## config.mk

```make
export PLATFORM = sky130hd
export DESIGN_NAME = halut_lut_accumulator
export DESIGN_NICKNAME = d
export VERILOG_FILES = /design/src/rtl/halut_lut_accumulator.sv
export SDC_FILE = /design/constraint.sdc
export NUM_CORES = 1
export LEC_CHECK = 0
export ABC_AREA = 1
export BUFFER_PORTS_ARGS = -buffer_cell sky130_fd_sc_hd__buf_2
export CORE_MARGIN = 3
export CORE_UTILIZATION = 53
export CTS_BUF_LIST = sky130_fd_sc_hd__clkbuf_4 sky130_fd_sc_hd__clkbuf_8
export CTS_CLUSTER_DIAMETER = 120
export DETAILED_ROUTE_END_ITERATION = 10
export GPL_TIMING_DRIVEN = 0
export PLACE_DENSITY = 0.75
export SLEW_MARGIN = 0
export SYNTH_ARGS = -nofsm -noshare
export SYNTH_HDL_FRONTEND = slang
export SYNTH_SLANG_ARGS = --single-unit
```

## constraint.sdc

```tcl
create_clock -name clk_i -period 2.6 [get_ports clk_i]
set_input_delay 0.52 -clock clk_i [delete_from_list [all_inputs] [get_ports clk_i]]
set_output_delay 0.52 -clock clk_i [all_outputs]
set_load 0.1 [all_outputs]
```

## src/rtl/halut_lut_accumulator.sv

```systemverilog
// LUT read-side accumulator: turns a stream of per-codebook prototype indices
// into LUT reads and sums the signed entries into one result per vector.
// Two-stage pipeline: stage 1 registers the read address, stage 2 consumes
// the combinational read data into the accumulator / result register.
module halut_lut_accumulator #(
  parameter int unsigned C              = 32,
  parameter int unsigned K              = 16,
  parameter int unsigned DataTypeWidth  = 16,
  parameter int unsigned IdxWidth       = $clog2(K),
  parameter int unsigned TotalAddrWidth = $clog2(C * K),
  parameter int unsigned AccWidth       = DataTypeWidth + $clog2(C)
) (
  input  logic                      clk_i,
  input  logic                      rst_ni,
  input  logic                      flush_i,
  input  logic                      enc_valid_i,
  output logic                      enc_ready_o,
  input  logic [IdxWidth-1:0]       enc_idx_i,
  output logic [TotalAddrWidth-1:0] raddr_o,
  input  logic [DataTypeWidth-1:0]  rdata_i,
  output logic                      res_valid_o,
  input  logic                      res_ready_i,
  output logic [AccWidth-1:0]       res_data_o,
  output logic                      busy_o
);

  localparam int unsigned CntWidth = $clog2(C);
  localparam int unsigned ExtWidth = AccWidth - DataTypeWidth;
  localparam logic [CntWidth-1:0] LastCb = CntWidth'(C - 1);

  logic [CntWidth-1:0] c_q;
  logic                s1_valid;
  logic                s1_first;
  logic                s1_last;
  logic [AccWidth-1:0] acc;
  logic [AccWidth-1:0] ext;
  logic [AccWidth-1:0] sum;
  logic                stall;
  logic                accept;
  logic                s2_fire;

  // Only a finished vector that cannot land in an occupied result register
  // stalls; partial beats keep flowing even while a result waits.
  assign stall       = res_valid_o & ~res_ready_i & s1_valid & s1_last;
  assign enc_ready_o = ~stall & ~flush_i;
  assign accept      = enc_valid_i & enc_ready_o;
  // A flush also drops whatever sits in stage 1, so stage 2 is suppressed.
  assign s2_fire     = s1_valid & ~stall & ~flush_i;
  assign ext         = {{ExtWidth{rdata_i[DataTypeWidth-1]}}, rdata_i};
  assign sum         = s1_first ? ext : acc + ext;
  assign busy_o      = (c_q != '0) | s1_valid | res_valid_o;

  // Codebook position of the next beat; wraps after the last codebook.
  always_ff @(posedge clk_i or negedge rst_ni) begin
    if (!rst_ni) begin
      c_q <= '0;
    end else if (flush_i) begin
      c_q <= '0;
    end else if (accept) begin
      c_q <= (c_q == LastCb) ? '0 : c_q + CntWidth'(1);
    end
  end

  // Stage 1: register the LUT address and tag the beat; hold while stalled
  // so the LUT data seen by stage 2 stays stable.
  always_ff @(posedge clk_i or negedge rst_ni) begin
    if (!rst_ni) begin
      raddr_o  <= '0;
      s1_valid <= 1'b0;
      s1_first <= 1'b0;
      s1_last  <= 1'b0;
    end else if (flush_i) begin
      s1_valid <= 1'b0;
    end else if (!stall) begin
      s1_valid <= accept;
      if (accept) begin
        raddr_o  <= {c_q, enc_idx_i};
        s1_first <= (c_q == '0);
        s1_last  <= (c_q == LastCb);
      end
    end
  end

  // Stage 2: running sum of sign-extended LUT entries.
  always_ff @(posedge clk_i or negedge rst_ni) begin
    if (!rst_ni) begin
      acc <= '0;
    end else if (flush_i) begin
      acc <= '0;
    end else if (s2_fire) begin
      acc <= sum;
    end
  end

  // Result register: a new result may replace one consumed in the same cycle.
  always_ff @(posedge clk_i or negedge rst_ni) begin
    if (!rst_ni) begin
      res_valid_o <= 1'b0;
      res_data_o  <= '0;
    end else if (s2_fire && s1_last) begin
      res_valid_o <= 1'b1;
      res_data_o  <= sum;
    end else if (res_ready_i) begin
      res_valid_o <= 1'b0;
    end
  end

endmodule

```

==> results_dict.tcl, run 1 <==
set metrics [dict create \
    rr_worst_depth 13 \
    status "completed" \
    syn_area_mm2 0.00388 \
    ys_ff_latch 60 \
    cts_tree "yes" \
    synth_xor_xnor_area_share 0.0113 \
    final_cell_mix "246 x nand2_1, 64 x inv_1, 62 x buf_2" \
    ir_worst_vdd_mv 0.727 \
    gp_congestion 0.913 \
    tightest_slew_ns 0.747 \
    wl_per_cell_um 13.5 \
    synthTopCellsByArea "dfrtp_1 39%, nand2_1 24%, ha_1 7.4%" \
    r2r_slack_ns 0.42 \
    numClockSinks 60 \
    fin_crit_ns 2.18 \
    insertedDiodeCount 0 \
    timing.rr.end "res_data_o[14]" \
    die_w_um 91.5 \
    first_pass_iters 5 \
    synthCells 557 \
    crit_chain "ha_1 > inv_1 > fa_1 > inv_1 > nand3_1 > nand3_2 > nand2_1 > nand2_1 > nand3_1 > nand3_1 > nand3_1 > nand3_1 > nand2_1" \
    antenna_left 0 \
    grt_overflow 0 \
    layout_commonest_cell "nand2_1" \
    arrival_ns 2.40 \
    synth_cell_type_count 32 \
    cts_buffers 9 \
    worstSetupStartpointType "flip-flop" \
    drive_above_1_share 0.149 \
    first_iter_violations 217 \
    cts_hold_buf 0 \
    io_pins 58 \
    synth_mux_area_frac 0.00516 \
    die-area_mm2 0.00838 \
    cts.clk_slew.worst_paths_ns 0.07 \
    final_max_slew_viol_count 0 \
    worstPathRequired_ns 2.82 \
    max_stage_delay_ns 0.36 \
    post-route-cell-area_mm2 0.00446 \
    area_delta_synth_final_pct 15.1 \
    htree_num_levels 3 \
    hold_path_class "input pin to asynchronous set/reset pin" \
    dr_total_vias 3733 \
    root_buffer "clkbuf_8" \
    relSlewSlack 0.502 \
    crit_fanout 4 \
    critPathKind "flip-flop to flip-flop" \
    yosysSeqAreaShare 0.387 \
    syn_nets 606 \
    grt_antenna_before_repair 0 \
    grt_pass1_vias 3609 \
    cts_buffer_depth 2 \
    fillCellCount 664 \
    r2r_start "acc[0]" \
    dp_hpwl_um 7680 \
    portBuffers 57 \
    nets 674 \
    clk_latency_ns 0.33 \
    cts_setup_buffers 0 \
    yosysTopAreaCell "dfrtp_1" \
    crit_top_cell "nand3_1" \
    rsz0062_at_grt "false" \
    yosysTopAreaCellShare 0.387 \
    fmax_mhz 459 \
    wl_um 9770 \
    hold_viol_final 0 \
    finalSetupTns_ns 0 \
    yosys.area_share.simple 0.362 \
    ys_warn_count 0 \
    skew_ns 0.00583 \
    dieHeight_um 91.5 \
    rows 30 \
    endpoint_kind "flip-flop" \
    maxCapViolCount 0 \
    synth_top_family_by_area "simple AND/OR/NAND/NOR gates" \
    start_util 0.559 \
    vias_per_cell 5.15 \
    min_period_over_period 0.838 \
    synth_compound_area_frac 0.0787 \
    hold-worst-slack_ns 0.248 \
    p_leak_nw 2.62 \
    pwr_density_cell_mw_per_mm2 844 \
    track_usage 0.248 \
    core_mm2 0.00694 \
    finalSetupViolations 0 \
    grt_pass1_wl_um 16700 \
    grt_max_degree 61 \
    avgSynthCellArea_um2 6.96 \
    drc 0 \
    yosys.area_share.adder 0.0794 \
    slowest_stage "fa_1" \
    placed_cell_area_mm2 0.00428 \
    cts_resized 0 \
]
cells in the mapped netlist (all sizes together):
cell	count
fa	1
nand2	248
and2	2
xor2	3
a21oi	19
o21ai	29
or2	4
o2bb2ai	1
nand4	4
dfrtp	60
nand3	39
a22oi	1
nor3	1
mux2i	2
xnor2	2
nor2	32
clkbuf	3
ha	23
inv	64
nand3b	4
o21bai	3
buf	8
o22ai	3
a21boi	1
per-layer routing:
layer  share of wire  GRT usage
met1            0.47      0.337
met2            0.46      0.396
met3           0.050     0.0464
met4           0.015     0.0854
met5               0          0
final cells by class:
type / count / area (µm²) / area share
buffer: 11 / 56.3 / 0.0126
clock buffer: 11 / 151 / 0.0339
clock inverter: 4 / 25.0 / 0.00561
inverter: 64 / 240 / 0.0538
multi-input combinational: 422 / 2080 / 0.466
sequential: 60 / 1500 / 0.336
tap: 96 / 120 / 0.0269
timing repair buffer: 57 / 288 / 0.0645
cell families (layout without fill, tap and decap cells):
logic type               after synthesis  in the layout
AND/OR/NAND/NOR                      334            334
buffers and inverters                 75            147
flip-flops                            60             60
AO/OA/AOI/OAI                         57             57
adder cells (fa/ha/maj)               24             24
XOR/XNOR                               5              5
multiplexers                           2              2
through the flow:
step | util | setup WS, ns | total power [W] | cells
2_1_floorplan | - | 0.305 | 0.00265 | 557
3_3_place_gp | 0.617 | 0.228 | 0.00299 | 710
3_5_place_dp | 0.617 | 0.188 | 0.00302 | 710
4_1_cts | 0.642 | 0.438 | 0.00379 | 725
5_1_grt | 0.643 | 0.245 | 0.00396 | 725
6_report | 0.643 | 0.421 | 0.00377 | 725
how the worst max path moves through the flow:
| stage | start | depth (start not counted) | slack (ns) | end |
|---|---|---|---|---|
| floorplan | res_valid_o | 3 | 0.31 | enc_ready_o |
| global placement | rdata_i[0] | 14 | 0.23 | res_data_o[14] |
| CTS | acc[0] | 13 | 0.44 | res_data_o[14] |
| finish | acc[0] | 13 | 0.42 | res_data_o[14] |
| detailed placement | rdata_i[0] | 14 | 0.19 | res_data_o[14] |
| global route | acc[0] | 13 | 0.24 | acc[14] |
registers in the layout, summed over array words and instances (netlist names):
name and flops:
res_data_o 21, s1_last 1, s1_first 1, c_q 5
res_valid_o 1, acc 21, raddr_o 9, s1_valid 1
critical path, delay by kind of cell, from the launching register on:
family,cells,cell delay [ns]
adders and majority gates,2,0.58
and+or+nand+nor,9,0.94
DFF,1,0.35
buffers and inverters,2,0.20
where the power goes:
part           internal, W  total, W  switching, W
logic             0.000335   0.00183       0.00149
clock network     0.000389  0.000755      0.000366
registers          0.00109   0.00119     0.0000920
total              0.00182   0.00377       0.00195
Power figures use the tool's default switching activity.
==> run 2: changes to the inputs <==
ABC_AREA = 0   (was 1)
PLACE_DENSITY = 0.78   (was 0.75)
clock period = 2 ns   (was 2.6 ns; I/O delays follow)
==> results_dict.tcl, run 2 <==
set metrics [dict create \
    status "finished, violations left" \
    failed_checks "negative setup slack" \
    drc 0 \
    nets 548 \
    wl_um 10900 \
    rows 30 \
    arrival_ns 2.05 \
    p_clk_frac 0.305 \
    yosys.cell_count.top_type "dfrtp_1" \
    max_stage_delay_ns 0.45 \
    area_delta_synth_final_pct 39.5 \
    pwr_density_cell_mw_per_mm2 733 \
    switchingPower_w 0.00145 \
    synth_common_cells "60 x dfrtp_1, 55 x nand2_1, 28 x o21ai_0, 25 x a21oi_1, 23 x ha_1" \
    drive_above_1_share 0.409 \
    syn_nets 447 \
    worstPathRequired_ns 1.60 \
    critPathKind "flip-flop to primary output" \
    gp_congestion 0.917 \
    synthCells 398 \
    cts_buffers 9 \
    ys_ff_latch 60 \
    yosysSeqAreaShare 0.398 \
    comb_power_share 0.352 \
    layout.cells.non_filler 600 \
    crit_fanout 2 \
    hold_viol_final 0 \
    p_leak_nw 2.43 \
    synthTopCellsByArea "dfrtp_1 40%, ha_1 7.6%, nand2_1 5.5%" \
    fmax_mhz 408 \
    ys.flop_type "dfrtp_1" \
    r2r_slack_ns -0.35 \
    min_period_over_period 1.23 \
    clk_latency_ns 0.36 \
    multi_input_area_mm2 0.00267 \
    grt_overflow 0 \
    numClockSinks 60 \
    synthArstFlopShare 1.00 \
    seq_power_share 0.344 \
    worstSetupStartpointType "flip-flop" \
    grt_pass1_vias 3466 \
    grt_max_degree 61 \
    timing.rr.end "acc[20]" \
    tightest_slew_ns 0.774 \
    io_pins 58 \
    wl_per_cell_um 18.2 \
    die-area_mm2 0.00816 \
    ys_warn_count 0 \
    root_buffer "clkbuf_8" \
    place_worst_setup_slack_ns -0.580 \
    syn_area_mm2 0.00377 \
    cts.clk_slew.worst_paths_ns 0.08 \
    track_usage 0.256 \
    grt_pass1_wl_um 16900 \
    swShare 0.377 \
    dieHeight_um 90.4 \
    hold_path_class "input pin to asynchronous set/reset pin" \
    finalSetupTns_ns -6.79 \
    layout.area.seq_mm2 0.00151 \
    relSlewSlack 0.484 \
    final_cell_mix "59 x dfrtp_1, 55 x buf_2, 54 x nand2_1" \
    die_w_um 90.4 \
    crit_chain "inv_2 > ha_4 > or4b_4 > or3_4 > buf_12" \
    first_pass_iters 5 \
    maxCapViolCount 0 \
    yosysTopAreaCell "dfrtp_1" \
    dp_cells 551 \
    fin_ws_ns -0.452 \
    rr_worst_depth 13 \
    yosysTopAreaCellShare 0.398 \
    fillCellCount 472 \
    synth_edf_count 0 \
    reg.largest.list "acc x21, res_data_o x21, raddr_o x9" \
    synth_cell_type_count 59 \
    dp_hpwl_um 7080 \
    cts_tree "yes" \
    rsz0062_at_grt "true" \
    avgSynthCellArea_um2 9.48 \
    antenna_left 0 \
    first_iter_violations 245 \
    layout_commonest_cell "dfrtp_1" \
    final_max_slew_viol_count 0 \
    start_util 0.552 \
    slowest_stage "or4b_4" \
    portBuffers 57 \
    vias_per_cell 5.98 \
    cts_buffer_depth 2 \
    fin_crit_ns 2.45 \
    htree_num_levels 3 \
    core_mm2 0.00683 \
    r2r_start "acc[0]" \
    skew_ns 0.00808 \
    grt_antenna_before_repair 0 \
    ir_worst_vdd_mv 0.633 \
    dr_total_vias 3588 \
    insertedDiodeCount 0 \
    endpoint_kind "primary output" \
    finalSetupViolations 31 \
    intPower_w 0.00240 \
]
-- run 2: cell types whose count changed in the layout (fill, tap and decap cells not counted), moves of 14 or more --
cell,previous run,this run
ha_1,23,9
nand2_1,246,54
nand3_1,35,9
buf_4,1,33
inv_1,64,6
-- run 2: worst max-delay path, delay by kind of cell (launching register included) --
family,cells,cell delay [ns]
DFF,1,0.41
buffers and inverters,2,0.27
and+or+nand+nor,2,0.88
adders and majority gates,1,0.12
-- run 2: cell type report --
type / instances / share of cell area
inverter: 9 / 0.00642
multi-input combinational: 306 / 0.507
clock inverter: 7 / 0.0159
tap: 96 / 0.0228
sequential: 60 / 0.286
timing repair buffer: 94 / 0.117
buffer: 19 / 0.0212
clock buffer: 9 / 0.0235
-- run 2: per-stage QoR --
| step | hold slack [ns] | total power, W | utilization | area, µm² |
|---|---|---|---|---|
| floorplan | 0.104 | 0.00214 | - | 3980 |
| global placement | 0.454 | 0.00236 | 0.642 | 4390 |
| detailed placement | 0.458 | 0.00239 | 0.642 | 4390 |
| CTS | 0.265 | 0.00366 | 0.710 | 4850 |
| global route | 0.167 | 0.00401 | 0.770 | 5260 |
| finish | 0.110 | 0.00385 | 0.770 | 5260 |
-- run 2: cell families (layout without fill, tap and decap cells) --
group / after synthesis / after routing / synth area share
and+or+nand+nor: 123 / 123 / 0.159
AOI/OAI and AO/OA: 119 / 119 / 0.222
DFF: 60 / 60 / 0.398
buffers and inverters: 32 / 138 / 0.0335
adders and majority gates: 24 / 24 / 0.0816
muxes: 24 / 24 / 0.0687
xor gates and xnor gates: 16 / 16 / 0.0372
-- run 2: worst max path at each step --
stage | from | end | slack [ns] | cells after the start
floorplan | res_valid_o | c_q[3] | -0.20 | 6
global placement | rdata_i[15] | res_data_o[20] | -0.55 | 7
detailed placement | rdata_i[15] | res_data_o[20] | -0.58 | 7
CTS | c_q[0] | busy_o | -0.41 | 5
global route | c_q[1] | busy_o | -0.49 | 5
finish | c_q[1] | busy_o | -0.45 | 5
-- run 2: power by group through the flow --
stage	combinational [W]	sequential (W)	clock [W]
detailed placement	0.00105	0.00135	0
finish	0.00136	0.00132	0.00118
global route	0.00145	0.00133	0.00123
global placement	0.00102	0.00134	0
floorplan	0.000669	0.00147	0
CTS	0.00115	0.00132	0.00119
-- run 2: what timing repair did --
action | in CTS | in global routing
buffers inserted | 18 | 19
pin swaps | 40 | 37
endpoints found under the setup margin | 30 | 34
resized for setup | 33 | 59
hold buffers | 0 | 0
-- run 2: routing by layer --
metal,wire (µm),part of all wire,track usage
met4,221,0.020,0.101
met1,4520,0.41,0.323
met2,5450,0.50,0.431
met3,715,0.066,0.0517
met5,0,0,0
